**src/rtl/mem_stage_access_ctrl_if.sv**
```systemverilog
// Data-memory bus between the Memory-stage access controller and the memory.
// The controller holds mem_req with stable we/addr/wdata until mem_ack (or timeout).
interface mem_stage_access_ctrl_if;
    logic        mem_req;
    logic        mem_we;
    logic [31:0] mem_addr;
    logic [31:0] mem_wdata;
    logic        mem_ack;
    logic [31:0] mem_rdata;

    modport master (
        output mem_req, mem_we, mem_addr, mem_wdata,
        input  mem_ack, mem_rdata
    );

    modport slave (
        input  mem_req, mem_we, mem_addr, mem_wdata,
        output mem_ack, mem_rdata
    );
endinterface

```
**src/rtl/mem_stage_access_ctrl.sv**
```systemverilog
// Memory-stage access sequencer: one req/ack transaction per load/store, pipeline
// stall until completion, load-data capture, misalign and bus-timeout pulses.
//
//  state  | meaning
//  IDLE   | no access outstanding; launch on aligned load/store in M
//  WAIT   | mem_req held, counting cycles toward timeout
//  DONE   | access served, instr still in M; never reissue
module mem_stage_access_ctrl #(
    parameter int TIMEOUT_CYCLES = 16
) (
    input  logic                     clk,
    input  logic                     rst_n,
    input  logic                     MemWriteM,
    input  logic [1:0]               ResultSrcM,
    input  logic [31:0]              ALUResultM,
    input  logic [31:0]              WriteDataM,
    input  logic                     stall_ext,
    input  logic                     flush,
    mem_stage_access_ctrl_if.master  bus,
    output logic                     stall_mem,
    output logic [31:0]              ReadDataM,
    output logic                     misalign_exc,
    output logic                     bus_err
);
    localparam int CW = $clog2(TIMEOUT_CYCLES);

    typedef enum logic [1:0] {S_IDLE, S_WAIT, S_DONE} state_t;

    state_t        state, state_nxt;
    logic [CW-1:0] cnt;
    logic          flushed;
    logic          acc, aligned, start, ack_in, tmo, kill;

    assign acc     = MemWriteM | (ResultSrcM == 2'b01);
    assign aligned = (ALUResultM[1:0] == 2'b00);

    always_comb begin
        state_nxt = state;
        start     = (state == S_IDLE) && acc && aligned && !flush;
        ack_in    = (state == S_WAIT) && bus.mem_ack;
        tmo       = (state == S_WAIT) && !bus.mem_ack && (cnt == CW'(TIMEOUT_CYCLES - 1));
        // A flush during WAIT cannot abort the bus, but the result must not reach the pipeline.
        kill      = flushed || flush;
        stall_mem = start || (state == S_WAIT);
        case (state)
            S_IDLE: if (start) state_nxt = S_WAIT;
            S_WAIT: if (ack_in || tmo) state_nxt = kill ? S_IDLE : S_DONE;
            S_DONE: state_nxt = (stall_ext && !flush) ? S_DONE : S_IDLE;
            default: state_nxt = S_IDLE;
        endcase
    end

    always_ff @(posedge clk) begin
        if (!rst_n) begin
            state         <= S_IDLE;
            bus.mem_req   <= 1'b0;
            bus.mem_we    <= 1'b0;
            bus.mem_addr  <= '0;
            bus.mem_wdata <= '0;
            ReadDataM     <= '0;
            misalign_exc  <= 1'b0;
            bus_err       <= 1'b0;
            cnt           <= '0;
            flushed       <= 1'b0;
        end else begin
            state        <= state_nxt;
            misalign_exc <= (state == S_IDLE) && acc && !aligned && !flush;
            bus_err      <= tmo;
            if (start) begin
                bus.mem_req   <= 1'b1;
                bus.mem_we    <= MemWriteM;
                bus.mem_addr  <= {ALUResultM[31:2], 2'b00};
                bus.mem_wdata <= WriteDataM;
                cnt           <= '0;
                flushed       <= 1'b0;
            end else if (state == S_WAIT) begin
                if (flush) flushed <= 1'b1;
                if (ack_in) begin
                    bus.mem_req <= 1'b0;
                    if (!bus.mem_we && !kill) ReadDataM <= bus.mem_rdata;
                end else if (tmo) begin
                    bus.mem_req <= 1'b0;
                    if (!kill) ReadDataM <= '0;
                end else begin
                    cnt <= cnt + 1'b1;
                end
            end
        end
    end
endmodule

```
**src/flat_wrapper.sv**
```systemverilog
// flat-port wrapper written by rule: the top's interface ports become plain ports
module mem_stage_access_ctrl_flat 
#(
    parameter int TIMEOUT_CYCLES = 16
)
  (clk, rst_n, MemWriteM, ResultSrcM, ALUResultM, WriteDataM, stall_ext, flush, stall_mem, ReadDataM, misalign_exc, bus_err, bus_mem_req, bus_mem_we, bus_mem_addr, bus_mem_wdata, bus_mem_ack, bus_mem_rdata);
  mem_stage_access_ctrl_if bus_i ();
  input  logic clk;
  input  logic rst_n;
  input  logic MemWriteM;
  input  logic [1:0] ResultSrcM;
  input  logic [31:0] ALUResultM;
  input  logic [31:0] WriteDataM;
  input  logic stall_ext;
  input  logic flush;
  output logic stall_mem;
  output logic [31:0] ReadDataM;
  output logic misalign_exc;
  output logic bus_err;
  output wire logic [$bits(bus_i.mem_req)-1:0] bus_mem_req;
  output wire logic [$bits(bus_i.mem_we)-1:0] bus_mem_we;
  output wire logic [$bits(bus_i.mem_addr)-1:0] bus_mem_addr;
  output wire logic [$bits(bus_i.mem_wdata)-1:0] bus_mem_wdata;
  input wire logic [$bits(bus_i.mem_ack)-1:0] bus_mem_ack;
  input wire logic [$bits(bus_i.mem_rdata)-1:0] bus_mem_rdata;
  assign bus_mem_req = bus_i.mem_req;
  assign bus_mem_we = bus_i.mem_we;
  assign bus_mem_addr = bus_i.mem_addr;
  assign bus_mem_wdata = bus_i.mem_wdata;
  assign bus_i.mem_ack = bus_mem_ack;
  assign bus_i.mem_rdata = bus_mem_rdata;
  mem_stage_access_ctrl #(.TIMEOUT_CYCLES(TIMEOUT_CYCLES)) u_core (.clk(clk), .rst_n(rst_n), .MemWriteM(MemWriteM), .ResultSrcM(ResultSrcM), .ALUResultM(ALUResultM), .WriteDataM(WriteDataM), .stall_ext(stall_ext), .flush(flush), .bus(bus_i), .stall_mem(stall_mem), .ReadDataM(ReadDataM), .misalign_exc(misalign_exc), .bus_err(bus_err));
endmodule
```
**config.mk**
```make
export PLATFORM = sky130hd
export DESIGN_NAME = mem_stage_access_ctrl_flat
export DESIGN_NICKNAME = d
export VERILOG_FILES = /design/src/rtl/mem_stage_access_ctrl_if.sv /design/src/rtl/mem_stage_access_ctrl.sv /design/src/flat_wrapper.sv
export SDC_FILE = /design/constraint.sdc
export NUM_CORES = 1
export LEC_CHECK = 0
export BUFFER_PORTS_ARGS = -buffer_cell sky130_fd_sc_hd__buf_2
export CORE_MARGIN = 10
export CORE_UTILIZATION = 45
export DETAILED_ROUTE_END_ITERATION = 7
export PLACE_DENSITY = 0.75
export SLEW_MARGIN = 20
export SYNTH_ARGS = -nofsm -noshare
export SYNTH_HDL_FRONTEND = slang
export SYNTH_SLANG_ARGS = --single-unit
```
**constraint.sdc**
```tcl
create_clock -name clk -period 3 [get_ports clk]
set_input_delay 0.15 -clock clk [delete_from_list [all_inputs] [get_ports clk]]
set_output_delay 0.15 -clock clk [all_outputs]
set_load 0.05 [all_outputs]
```
# Word-level counts from Yosys, hierarchy flattened
# Cells that the tools add are included.
dict set report word_totals {
  ff_bits 105
}
dict set report classes {
  addsub 1
  n_eq_ne 8
  n_mux 13
  bitwise 5
  n_reduce_logical 29
}
# operator n
set ops {}
lappend ops {{$mux W32} 4}
lappend ops {{$logic_and A1 B1 Y1} 10}
lappend ops {{$mux W2} 4}
lappend ops {{$pmux W2 S3} 1}
lappend ops {{$reduce_and A2 Y1} 3}
lappend ops {{$logic_not A1 Y1} 5}
lappend ops {{$reduce_and A5 Y1} 1}
lappend ops {{$add A4 B1 Y4 const B} 1}
lappend ops {{$eq A2 B1 Y1 const B} 2}
lappend ops {{$eq A4 B4 Y1 const B} 1}
lappend ops {{$logic_not A2 Y1} 2}
lappend ops {{$mux W1} 4}
lappend ops {{$ne A2 B1 Y1 const B} 2}
lappend ops {{$ne A2 B2 Y1 const B} 2}
lappend ops {{$not A1 Y1} 4}
lappend ops {{$reduce_bool A2 Y1} 2}
lappend ops {{$logic_or A1 B1 Y1} 3}
lappend ops {{$reduce_and A3 Y1} 1}
lappend ops {{$reduce_bool A3 Y1} 1}
lappend ops {{$eq A2 B2 Y1 const B} 1}
lappend ops {{$reduce_or A2 Y1} 1}
lappend ops {{$or A1 B1 Y1} 1}

# Logic depth before layout (Yosys ltp)
# Gate-level depths: netlist (run 1).
dict set report depth {
  word_depth 7
  mapped_depth 6
  depth_no_buf 4
}

# Worst setup path before layout (run 1)
# No wires, ideal clock.
dict set report synth_path {
  path_type {reg2reg}
  start {register u_core.state[1]}
  end {register u_core.ReadDataM[0]}
  setup_time_ns 0.119
  arrival_time_ns 1.446
  required_ns 2.881
  setup_slack_ns 1.435
  stages_incl_launch_ff 6
  path_buffers 2
  period_less_slack_ns 1.565
  cell_sequence {dfxtp_1 -> or4b_1 -> a211o_1 -> buf_6 -> buf_12 -> mux2i_1}
}
dict set report synth_via {
  elab_chain_cells 6
  elab_cells_between_ends 14
  cone_classes {eq/ne: 3; mux: 1; bitwise: 1; reduce/logical: 9}
}
# element line
set synth_lines {}
lappend synth_lines {{from (decl)} mem_stage_access_ctrl.sv:29} ;# state_t state, state_nxt;
lappend synth_lines {{from (signal assigned)} mem_stage_access_ctrl.sv:66} ;# state <= state_nxt;
lappend synth_lines {{parallel branches: the longest is 6 deep, another holds $reduce_and A5 Y1} -}
lappend synth_lines {{to (signal assigned)} mem_stage_access_ctrl.sv:80} ;# if (!bus.mem_we && !kill) ReadDataM <= bus.mem_rdata;
lappend synth_lines {{to (decl)} mem_stage_access_ctrl.sv:21} ;# output logic [31:0] ReadDataM,
# Several ways; the timed one is not identified.
# A chain may end at the register's enable or synchronous reset.

# Final worst setup path (run 1)
dict set report layout_path {
  start {register u_core.state[1]}
  end {output stall_mem}
}
dict set report layout_via {
  elab_chain_cells 5
  elab_cells_between_ends 6
  cone_classes {eq/ne: 1; reduce/logical: 5}
}
# element line
set layout_lines {}
lappend layout_lines {{$logic_not A2 Y1} mem_stage_access_ctrl.sv:39} ;# start = (state == S_IDLE) && acc && aligned && !flush;
lappend layout_lines {{$logic_and A1 B1 Y1 (3 in series)} mem_stage_access_ctrl.sv:39}
lappend layout_lines {{$logic_or A1 B1 Y1 *} mem_stage_access_ctrl.sv:44} ;# stall_mem = start || (state == S_WAIT);
lappend layout_lines {{to (decl)} flat_wrapper.sv:16} ;# output logic stall_mem;
# Mark *: on every way between the ends. The rest lies on a longest branch, timed or not.

==> impl_metrics.csv, run 1 <==
group,metric,value,unit
pwr,irDropWorstVdd,0.3679,mV
die,initial_core_util,46.30,%
global_routing,via_count_of_the_first_global_routing_pass,3833,
yosys,synthDistinctLibCells,38,
die,row_count,35,
clock_tree,clkSinkCount,105,
pwr,power.share.sequential,53.8,%
final_layout,num_antenna_cells,0,
critical_path,crit_type,"register to output pin",
yosys,yosys_warnings,0,
place,dp.final_hpwl,8942,um
timing,max_freq,0.4882,GHz
pwr,cellLeakagePower,2.698,nW
critical_path,critPathRequiredTime,2.85,ns
timing,setup_viol,0,
yosys,yosys-mux-area-fraction,21.99,%
pwr,p_switching,0.0006693,W
yosys,ys_ff_latch,105,
timing,finalClockSkew,0.01659,ns
pwr,power_frac_comb,11.5,%
status,outcome,"complete, no violations",
min_path,hold_path_class,"primary input to register",
clock_tree,worst_skew_pair.late_latency,0.34,ns
yosys,netlist_area,0.004278,mm2
flow_run,timing.max_cap.violations,0,
place,placedCellCount,769,
yosys,synth_edf_count,0,
critical_path,worst_ep_arrival_time,1.90,ns
yosys,async_flop_share,0,%
pwr,power_density,483.4,mW/mm2
die,floorplan.die_area,0.01381,mm2
pwr,clockPowerShare,34.8,%
place,place.gp.congestion,0.7805,
yosys,post_synthesis_compound_gate_area_fraction,2.866,%
detailed_routing,routed-via-count,3774,
yosys,yosys.area_share.adder,0.2925,%
timing,finalWorstPathRequiredPeriod,2.049,ns
clock_tree,cts-root-to-sink-buffers,2,
clock_tree,cts_root_buffer,"sky130_fd_sc_hd__clkbuf_8",
detailed_routing,detailedRoute.firstIterationViolations,198,
clock_tree,post_cts_buffers,0,
timing,worst-slew-pin-transition,0.8882,ns
critical_path,crit_path_end_kind,"output pin",
yosys,syn_inst,470,
final_layout,area.growth.synth_to_final,28.60,%
detailed_routing,drt-pass1-iter-count,4,
timing,setup_repair_after_global_routing_missed_its_margin,"false",
clock_tree,hold_buffers,0,
clock_tree,post_cts_resized,0,
timing,layout_worst_path_cycle_share,68.28,%
yosys,yosys_most_used_dff,"sky130_fd_sc_hd__dfxtp_1",
timing,timing.final.ws_setup,0.9515,ns
yosys,synth_xor_area_share,0,%
global_routing,grt_util_all_layers,16.03,%
global_routing,grt_max_degree,111,
final_layout,final_area,0.005502,mm2
yosys,syn-mean-instance-area,9.102,um2
final_layout,finalNetCount,756,
detailed_routing,route.final.wire_length,11590,um
global_routing,grt_antenna_before_repair,0,
clock_tree,clk_pin_slew_worst_paths,0.10,ns
pwr,internal_power,0.001990,W
die,io_pins,205,
timing,finalHoldViolCount,0,
global_routing,global_route.overflow_total,0,
timing,final-max-slew-violation-count,0,
yosys,synth_top_cell_area_share,49.14,%
clock_tree,cts_tree,"done",
global_routing,wire_length_of_the_first_global_routing_pass,19030,um
yosys,yosys.area.top_type,"sky130_fd_sc_hd__dfxtp_1",
timing,timing.slew.headroom,40.79,%
detailed_routing,number_of_nets_with_antenna_violations_after_routing,0,
clock_tree,htree_levels,3,
detailed_routing,drc_errors,0,
final_layout,layoutNonFillerInstCount,784,
die,dieHeight,117.5,um
critical_path,worst-path-max-fanout,8,
timing,total_neg_setup_slack,0,ns
yosys,synth_top_family_by_area,"multiplexers",
clock_tree,cts_buffers,9,
die,chipWidth,117.5,um
detailed_routing,drt-vias-per-instance,4.814,
yosys,yosys-top-cells-area,"sky130_fd_sc_hd__dfxtp_1 (49%), sky130_fd_sc_hd__mux2i_1 (22%), sky130_fd_sc_hd__nand2_1 (17%), sky130_fd_sc_hd__clkbuf_1 (1.8%), sky130_fd_sc_hd__buf_12 (1.4%)",
die,floorplan.core_area,0.009240,mm2
place,dpl_worst_slack,1.073,ns
final_layout,post_route_cells_drive_above_1_share,34.20,%
place,placed_area,0.005293,mm2
place,portBuffers,202,
yosys,seq_area_frac_synth,49.14,%
pwr,power_switching_share,25.17,%
yosys,synth-simple-area-share,20.30,%
critical_path,timing.critical_path.from_type,"register",
detailed_routing,routed_wire_length_per_instance,14.78,um
[flip-flops by register name (all words and copies together) (netlist names)]
name	cells
u_core.bus.mem_req	1
u_core.bus.mem_wdata	32
u_core.ReadDataM	32
u_core.bus_err	1
u_core.bus.mem_we	1
u_core.misalign_exc	1
u_core.cnt	4
u_core.bus.mem_addr	30
u_core.flushed	1
u_core.state	2
[routing by layer]
metal / routed length [um] / part of all wire [%] / track usage, % / up-vias
li1: - / - / - / 1895
met1: 5050 / 44 / 18.99 / 1724
met2: 5245 / 45 / 25.94 / 146
met3: 1159 / 10 / 7.050 / 9
met4: 129 / 1.1 / 3.941 / 0
met5: 0 / 0 / 0 / -
[path summary, 6_finish.rpt]
path	start	endpoint	slack (ns)	depth (start not counted)
max	u_core.state[1]$_SDFFE_PN0P_	stall_mem	0.95	4
min reg2reg	u_core.ReadDataM[23]$_SDFFE_PN0P_	u_core.ReadDataM[23]$_SDFFE_PN0P_	0.46	2
max reg2reg	u_core.state[1]$_SDFFE_PN0P_	u_core.ReadDataM[1]$_SDFFE_PN0P_	1.04	3
min	bus_mem_rdata[11]	u_core.ReadDataM[11]$_SDFFE_PN0P_	0.03	3
[cells in the mapped netlist, types with 2 or more instances]
library cell and count:
sky130_fd_sc_hd__a211oi_1 2, sky130_fd_sc_hd__a21oi_1 2, sky130_fd_sc_hd__a31oi_1 2, sky130_fd_sc_hd__buf_12 3, sky130_fd_sc_hd__buf_2 5, sky130_fd_sc_hd__buf_4 6, sky130_fd_sc_hd__clkbuf_1 21, sky130_fd_sc_hd__dfxtp_1 105
sky130_fd_sc_hd__inv_1 2, sky130_fd_sc_hd__mux2i_1 94, sky130_fd_sc_hd__nand2_1 191, sky130_fd_sc_hd__nand3_1 3, sky130_fd_sc_hd__nor3_1 4, sky130_fd_sc_hd__o21ai_0 6
[power groups by stage]
stage | clock [W] | combinational, W | sequential, W
floorplan | 0 | 0.000113 | 0.00155
global placement | 0 | 0.000300 | 0.00146
detailed placement | 0 | 0.000306 | 0.00146
CTS | 0.000950 | 0.000307 | 0.00143
global route | 0.00101 | 0.000330 | 0.00143
finish | 0.000924 | 0.000305 | 0.00143
[placed cells by master, fill, tap and decap left out, types with 2 or more instances in the layout]
master	instances
sky130_fd_sc_hd__a21oi_1	2
sky130_fd_sc_hd__inv_1	2
sky130_fd_sc_hd__nor3_1	4
sky130_fd_sc_hd__a211oi_1	2
sky130_fd_sc_hd__buf_4	2
sky130_fd_sc_hd__dfxtp_1	105
sky130_fd_sc_hd__conb_1	2
sky130_fd_sc_hd__nand2_1	191
sky130_fd_sc_hd__mux2i_1	94
sky130_fd_sc_hd__clkbuf_8	9
sky130_fd_sc_hd__buf_2	201
sky130_fd_sc_hd__o21ai_0	6
sky130_fd_sc_hd__buf_12	2
sky130_fd_sc_hd__a31oi_1	2
sky130_fd_sc_hd__nand3_1	3
sky130_fd_sc_hd__bufinv_16	2
[critical path, cell delays in order (launching register included)]
cell and delay (ns):
sky130_fd_sc_hd__dfxtp_1 0.38, sky130_fd_sc_hd__nor3_1 0.48, sky130_fd_sc_hd__o211ai_1 0.30, sky130_fd_sc_hd__nand2_1 0.13, sky130_fd_sc_hd__buf_2 0.27
[cells by family after synthesis]
family / after synthesis
and+or+nand+nor: 213
DFF: 105
muxes: 94
buffers and inverters: 38
AOI/OAI and AO/OA: 18
adders and majority gates: 1
other: 1
[layout make-up]
class	count	area, um2
Clock buffer	10	127.6
Tap cell	129	161.4
Inverter	2	7.507
Multi-Input combinational cell	328	1961
Clock inverter	5	81.33
Timing Repair Buffer	205	1061
Sequential cell	105	2102
Fill cell	811	3739
[through the flow]
step	hold WS (ns)	total power [W]	util, %
after floorplan	0.2888	0.001660	-
after global placement	0.3908	0.001762	57.28
after detailed placement	0.3978	0.001770	57.28
after CTS	0.007012	0.002688	59.54
after global routing	0.01107	0.002774	59.54
final	0.02900	0.002659	59.54
Power figures use the tool's default switching activity.
==> inputs of run 2 (changes only) <==
--- a/config.mk
+++ b/config.mk
@@ -5,11 +5,12 @@
 export SDC_FILE = /design/constraint.sdc
 export NUM_CORES = 1
 export LEC_CHECK = 0
+export ABC_AREA = 1
 export BUFFER_PORTS_ARGS = -buffer_cell sky130_fd_sc_hd__buf_2
 export CORE_MARGIN = 10
 export CORE_UTILIZATION = 45
 export DETAILED_ROUTE_END_ITERATION = 7
-export PLACE_DENSITY = 0.75
+export PLACE_DENSITY = 0.74
 export SLEW_MARGIN = 20
 export SYNTH_ARGS = -nofsm -noshare
 export SYNTH_HDL_FRONTEND = slang
==> constraint.sdc (replaced) <==
create_clock -name clk -period 2 [get_ports clk]
set_input_delay 0.1 -clock clk [delete_from_list [all_inputs] [get_ports clk]]
set_output_delay 0.1 -clock clk [all_outputs]
set_load 0.05 [all_outputs]
==> run 2 against run 1 <==
Effect of this change:
- worst setup slack got worse by 0.61 ns
- critical path depth rose by 3
- clock power rose by 27%
- total power rose by 52%
- non-clock buffer count rose by 10
- synthesized area rose by 9.0%
- routed wire length rose by 20%
- sequential share of layout area fell by 2.9 points
- combinational power rose by 130%
==> impl_metrics.csv, run 2 <==
group,metric,value,unit
final_layout,fillCellCount,1059,
clock_tree,post_cts_buffers,0,
detailed_routing,drt-pass1-iter-count,5,
final_layout,finalNetCount,971,
timing,setup_repair_after_global_routing_missed_its_margin,"false",
pwr,power_density,677.3,mW/mm2
global_routing,grt_antenna_before_repair,0,
critical_path,crit_type,"primary input to register",
detailed_routing,drt-vias-per-instance,4.787,
global_routing,wire_length_of_the_first_global_routing_pass,21820,um
timing,setup_viol,0,
yosys,yosys_warnings,0,
final_layout,finalCoreUtilization,58.20,%
final_layout,multi_input_comb_area,0.002083,mm2
place,place.gp.congestion,0.7792,
critical_path,crit_path_end_kind,"register",
pwr,power_frac_comb,17.1,%
clock_tree,cts-root-to-sink-buffers,2,
yosys,ys_ff_latch,105,
yosys,async_flop_share,0,%
final_layout,final_area,0.005954,mm2
critical_path,timing.critical_path.from_type,"primary input",
critical_path,cp_slowest_cell,"sky130_fd_sc_hd__dlygate4sd3_1",
yosys,most_common_cell_in_the_synthesized_netlist,"sky130_fd_sc_hd__nor2_1",
final_layout,num_antenna_cells,0,
detailed_routing,number_of_nets_with_antenna_violations_after_routing,0,
final_layout,top_regs,"u_core.ReadDataM (32), u_core.bus.mem_wdata (32), u_core.bus.mem_addr (30)",
global_routing,grt_util_all_layers,17.70,%
critical_path,cpPeakStageDelay,0.54,ns
place,placed_area,0.005781,mm2
pwr,p_switching,0.001226,W
timing,finalHoldViolCount,0,
yosys,synthDistinctLibCells,23,
timing,max_freq,0.6044,GHz
pwr,power.share.sequential,54.0,%
place,dp.final_hpwl,9983,um
clock_tree,cts_root_buffer,"sky130_fd_sc_hd__clkbuf_8",
yosys,yosys-top-cells-area,"sky130_fd_sc_hd__dfxtp_1 (45%), sky130_fd_sc_hd__nor2_1 (13%), sky130_fd_sc_hd__nand2_1 (12%), sky130_fd_sc_hd__nand4_1 (8.6%), sky130_fd_sc_hd__inv_1 (5.8%)",
final_layout,area.growth.synth_to_final,27.72,%
timing,finalWorstPathRequiredPeriod,1.655,ns
min_path,min-delay-start,"stall_ext",
timing,layout_worst_path_cycle_share,82.73,%
detailed_routing,drc_errors,0,
detailed_routing,routed-via-count,4821,
critical_path,worst-path-max-fanout,63,
timing,total_neg_setup_slack,0,ns
detailed_routing,route.final.wire_length,13900,um
die,row_count,37,
yosys,yosys.area.top_type,"sky130_fd_sc_hd__dfxtp_1",
pwr,internal_power,0.002807,W
critical_path,path_cells,"dlygate4sd3_1 > buf_2 > nor3_4 > buf_4 > nand4_1 > nand2_1 > nor2_1",
yosys,syn_inst,693,
yosys,synth_edf_count,0,
final_layout,leading_cell_type_in_the_layout_fill_and_taps_excluded,"sky130_fd_sc_hd__buf_2",
clock_tree,clk_pin_slew_worst_paths,0.09,ns
pwr,cellLeakagePower,3.073,nW
clock_tree,cts_buffers,9,
timing,timing.hold.ws,0.01988,ns
pwr,total_power,0.004033,W
global_routing,via_count_of_the_first_global_routing_pass,4428,
die,initial_core_util,45.57,%
global_routing,global_route.overflow_total,0,
clock_tree,cts_tree,"done",
critical_path,critPathRequiredTime,2.26,ns
global_routing,grt_max_degree,65,
pwr,power_switching_share,30.39,%
status,outcome,"complete, no violations",
flow_run,timing.max_cap.violations,0,
critical_path,worst_ep_arrival_time,1.92,ns
detailed_routing,detailedRoute.firstIterationViolations,402,
clock_tree,worst_skew_pair.late_latency,0.36,ns
yosys,synth_top_cell_area_share,45.09,%
timing,timing.slew.headroom,57.38,%
die,io_pins,205,
final_layout,sequential_cell_area,0.002102,mm2
yosys,netlist_area,0.004662,mm2
die,dieHeight,121.8,um
yosys,synthTopCellsByCount,"sky130_fd_sc_hd__nor2_1 (166), sky130_fd_sc_hd__nand2_1 (143), sky130_fd_sc_hd__dfxtp_1 (105)",
place,portBuffers,202,
die,chipWidth,121.8,um
pwr,irDropWorstVdd,0.3299,mV
critical_path,cp-startpoint,"flush",
min_path,hold_path_class,"primary input to register",
yosys,seq_area_frac_synth,45.09,%
final_layout,mostFrequentLayoutCells,"sky130_fd_sc_hd__buf_2 (202), sky130_fd_sc_hd__nor2_1 (164), sky130_fd_sc_hd__nand2_1 (143)",
detailed_routing,routed_wire_length_per_instance,13.80,um
clock_tree,clkSinkCount,105,
timing,final-max-slew-violation-count,0,
die,floorplan.die_area,0.01483,mm2
pwr,clockPowerShare,29.0,%
timing,worst-slew-pin-transition,0.6394,ns
yosys,yosys_most_used_dff,"sky130_fd_sc_hd__dfxtp_1",
final_layout,post_route_cells_drive_above_1_share,27.21,%
timing,finalClockSkew,0.009722,ns
die,floorplan.core_area,0.01023,mm2
critical_path,worst_reg2reg_startpoint,"u_core.state[0]$_SDFFE_PN0P_",
yosys,syn-mean-instance-area,6.727,um2
clock_tree,htree_levels,3,
==> run 2: cell types whose count changed after synthesis, sizes merged, moves of 3 or more <==
cell	change
inv	+71
nor3	-3
nand2	-48
nand4	+63
buf	+28
o21ai	-5
nor2	+167
clkbuf	-10
mux2i	-94
a21oi	+37
nand3	+34
==> run 2: area by class of cell <==
class                      count  share of cell area (%)
clock inverter                 5                  0.5463
inverter                      73                   4.602
timing repair buffer         215                   19.50
clock buffer                  11                   2.206
sequential                   105                   35.30
tap                          136                   2.858
multi-input combinational    462                   34.99
==> run 2: path summary, 6_finish.rpt <==
path | endpoint | slack (ns) | cells after the start
setup / recovery | u_core.bus.mem_wdata[17]$_SDFFE_PN0P_ | 0.35 | 7
hold / removal | u_core.state[1]$_SDFFE_PN0P_ | 0.02 | 3
setup reg to reg | u_core.ReadDataM[23]$_SDFFE_PN0P_ | 0.35 | 8
hold reg to reg | u_core.flushed$_SDFFE_PP0P_ | 0.46 | 2
==> run 2: per-stage QoR <==
stage	setup WS (ns)	cells
5_1_grt	0.1772	1007
3_5_place_dp	0.3903	990
6_report	0.3454	1007
4_1_cts	0.3647	1007
3_3_place_gp	0.4277	990
2_1_floorplan	0.5450	694
==> run 2: per-layer routing <==
layer | vias to the layer above | part of all wire (%) | track usage (%)
li1 | 2519 | - | -
met1 | 2102 | 43 | 22.23
met2 | 196 | 43 | 26.21
met3 | 4 | 13 | 8.557
met4 | 0 | 0.55 | 5.440
met5 | - | 0 | 0
==> run 2: repair_timing <==
action | CTS | global route
hold buffers | 1 | 0
resized for setup | 0 | 0
hold endpoints to repair | 1 | 0
==> run 2: cells by family (layout without fill, tap and decap cells) <==
| logic type | after synthesis | after routing | synth area share, % |
|---|---|---|---|
| AND/OR/NAND/NOR | 416 | 416 | 38.62 |
| buffers and inverters | 127 | 304 | 11.03 |
| flip-flops | 105 | 105 | 45.09 |
| AO/OA/AOI/OAI | 41 | 41 | 4.536 |
| XOR/XNOR | 2 | 2 | 0.3758 |
| adder cells (fa/ha/maj) | 1 | 1 | 0.2683 |
| other | 1 | 2 | 0.08044 |
==> run 2: worst max-delay path: cells and delay by family <==
family        cells  cell delay [ns]
buf+inv           3             1.24
simple gates      4             0.53
==> run 2: power by group through the flow <==
stage / combinational, W / clock (W) / sequential (W)
after floorplan: 0.000268 / 0 / 0.00242
after global placement: 0.000690 / 0 / 0.00222
after detailed placement: 0.000691 / 0 / 0.00222
after CTS: 0.000693 / 0.00121 / 0.00218
after global routing: 0.000756 / 0.00128 / 0.00218
final: 0.000688 / 0.00117 / 0.00218
==> inputs of run 3 (changes only) <==
==> constraint.sdc (replaced) <==
create_clock -name clk -period 1.7 [get_ports clk]
set_input_delay 0.085 -clock clk [delete_from_list [all_inputs] [get_ports clk]]
set_output_delay 0.085 -clock clk [all_outputs]
set_load 0.05 [all_outputs]
==> run 3 against run 2 <==
Effect of this change:
- sequential share of layout area decreased by 0.84 points
- largest cell class unchanged
- highest routed layer unchanged
- final cell count increased by 0.60%
- sequential power increased by 17%
- critical path type is now primary input to output pin
- first-iteration DRC count increased by 3.2%
- clock power increased by 41%
==> impl_metrics.csv, run 3 (same netlist as run 2, synthesis figures left out) <==
group,metric,value,unit
pwr,internal_power,0.003619,W
final_layout,mostFrequentLayoutCells,"sky130_fd_sc_hd__buf_2 (202), sky130_fd_sc_hd__nor2_1 (164), sky130_fd_sc_hd__nand2_1 (143)",
detailed_routing,routed_wire_length_per_instance,13.98,um
global_routing,grt_util_all_layers,17.84,%
timing,finalHoldViolCount,0,
final_layout,area.growth.synth_to_final,30.84,%
timing,total_neg_setup_slack,0,ns
global_routing,wire_length_of_the_first_global_routing_pass,21840,um
detailed_routing,number_of_nets_with_antenna_violations_after_routing,0,
critical_path,worst_r2r_path_depth,7,
place,place.gp.congestion,0.7972,
pwr,power_frac_comb,16.4,%
final_layout,fillCellCount,1038,
timing,setup_viol,0,
final_layout,finalNetCount,977,
die,initial_core_util,45.57,%
pwr,irDropWorstVdd,0.4852,mV
die,row_count,37,
pwr,clockPowerShare,32.8,%
timing,max_freq,0.6267,GHz
place,portBuffers,202,
flow_run,timing.max_cap.violations,0,
critical_path,cpPeakStageDelay,0.55,ns
clock_tree,post_cts_buffers,0,
final_layout,leading_cell_type_in_the_layout_fill_and_taps_excluded,"sky130_fd_sc_hd__buf_2",
clock_tree,cts_tree,"done",
clock_tree,cts_buffers,9,
die,chipWidth,121.8,um
clock_tree,cts_root_buffer,"sky130_fd_sc_hd__clkbuf_8",
min_path,hold_path_class,"primary input to register",
global_routing,global_route.overflow_total,0,
die,floorplan.die_area,0.01483,mm2
detailed_routing,drc_errors,0,
critical_path,timing.critical_path.mode_cell,"sky130_fd_sc_hd__buf_2",
detailed_routing,detailedRoute.firstIterationViolations,415,
global_routing,via_count_of_the_first_global_routing_pass,4386,
die,dieHeight,121.8,um
clock_tree,clkSinkCount,105,
min_path,min_delay_path_depth,3,
detailed_routing,route.final.wire_length,14160,um
clock_tree,worst_skew_pair.late_latency,0.37,ns
die,floorplan.core_area,0.01023,mm2
critical_path,worst_ep_arrival_time,1.51,ns
critical_path,worst-path-max-fanout,5,
timing,layout_worst_path_cycle_share,93.87,%
global_routing,grt_antenna_before_repair,0,
critical_path,cp_slowest_cell,"sky130_fd_sc_hd__dlygate4sd3_1",
place,dp.final_hpwl,9939,um
pwr,power_switching_share,28.21,%
timing,final-max-slew-violation-count,0,
status,outcome,"complete, no violations",
critical_path,timing.critical_path.from_type,"primary input",
pwr,power.share.sequential,50.8,%
timing,finalClockSkew,0.01055,ns
detailed_routing,drt-pass1-iter-count,5,
die,io_pins,205,
global_routing,grt_max_degree,65,
clock_tree,post_cts_resized,0,
detailed_routing,drt-vias-per-instance,4.844,
pwr,power_density,826.4,mW/mm2
clock_tree,htree_levels,3,
detailed_routing,routed-via-count,4907,
clock_tree,cts-root-to-sink-buffers,2,
pwr,total_power,0.005041,W
final_layout,top_regs,"u_core.ReadDataM (32), u_core.bus.mem_wdata (32), u_core.bus.mem_addr (30)",
final_layout,post_route_cells_drive_above_1_share,27.25,%
pwr,cellLeakagePower,3.142,nW
critical_path,crit_type,"primary input to output pin",
final_layout,num_antenna_cells,0,
clock_tree,clk_pin_slew_worst_paths,0.09,ns
critical_path,critPathRequiredTime,1.62,ns
timing,finalWorstPathRequiredPeriod,1.596,ns
pwr,p_switching,0.001422,W
critical_path,crit_path_end_kind,"output pin",
timing,setup_repair_after_global_routing_missed_its_margin,"false",
critical_path,path_cells,"dlygate4sd3_1 > buf_2 > nor3_4 > nand3_2 > nand2_1 > buf_2",
run 3: changes by cell type in the layout (fill, tap and decap cells not counted):
cell	previous run	this run
sky130_fd_sc_hd__bufinv_16	0	2
sky130_fd_sc_hd__clkinvlp_4	3	0
sky130_fd_sc_hd__clkbuf_16	0	1
sky130_fd_sc_hd__clkinv_2	2	1
sky130_fd_sc_hd__buf_12	4	7
sky130_fd_sc_hd__clkbuf_1	2	4
sky130_fd_sc_hd__dlygate4sd3_1	1	3
run 3: final timing paths:
| check | start | end | slack (ns) |
|---|---|---|---|
| max | ALUResultM[0] | stall_mem | 0.10 |
| min | ALUResultM[1] | u_core.misalign_exc$_SDFF_PN0_ | 0.03 |
| max reg2reg | u_core.cnt[0]$_SDFFE_PP0P_ | u_core.ReadDataM[28]$_SDFFE_PN0P_ | 0.15 |
| min reg2reg | u_core.flushed$_SDFFE_PP0P_ | u_core.flushed$_SDFFE_PP0P_ | 0.46 |
run 3: area by class of cell:
type                    count  area (um2)  share of cell area [%]
clock buffers              13       138.9                   2.277
clock inverters             3       65.06                   1.067
inverters                  73       274.0                   4.492
multi-input cells         462        2083                   34.15
flip-flops and latches    105        2102                   34.46
well taps                 136       170.2                   2.790
repair buffers            221        1266                   20.76
run 3: power groups by stage:
stage	sequential [W]	combinational [W]	clock (W)
floorplan	0.00284	0.000315	0
global placement	0.00261	0.000823	0
detailed placement	0.00262	0.000824	0
CTS	0.00256	0.000831	0.00171
global route	0.00257	0.000910	0.00178
finish	0.00256	0.000829	0.00165
run 3: metrics by stage:
stage,hold slack (ns),instance area (um2),std cells,setup WS [ns],utilization (%)
2_1_floorplan,0.1607,4666,694,0.2450,-
3_3_place_gp,0.3681,5841,993,0.2029,57.09
3_5_place_dp,0.3719,5841,993,0.1645,57.09
4_1_cts,0.004818,6075,1012,0.08265,59.37
5_1_grt,0.02950,6100,1013,0.01932,59.62
6_report,0.02578,6100,1013,0.1042,59.62
run 3: repair_timing:
| item | 4_1_cts | 5_1_grt |
|---|---|---|
| endpoints found under the hold margin | 2 | 0 |
| hold buffers | 3 | 0 |
| setup endpoints to repair | 0 | 1 |
run 3: critical path: cells and delay by family:
kind	cells	cell delay (ns)
AND/OR/NAND/NOR	3	0.46
buffers and inverters	3	0.96
run 3: per-layer routing:
layer / part of all wire (%) / GRT usage (%) / vias up
met4: 1.3 / 6.334 / 0
met2: 44 / 25.74 / 195
met1: 41 / 21.86 / 2163
li1: - / - / 2535
met5: 0 / 0 / -
met3: 14 / 9.898 / 14
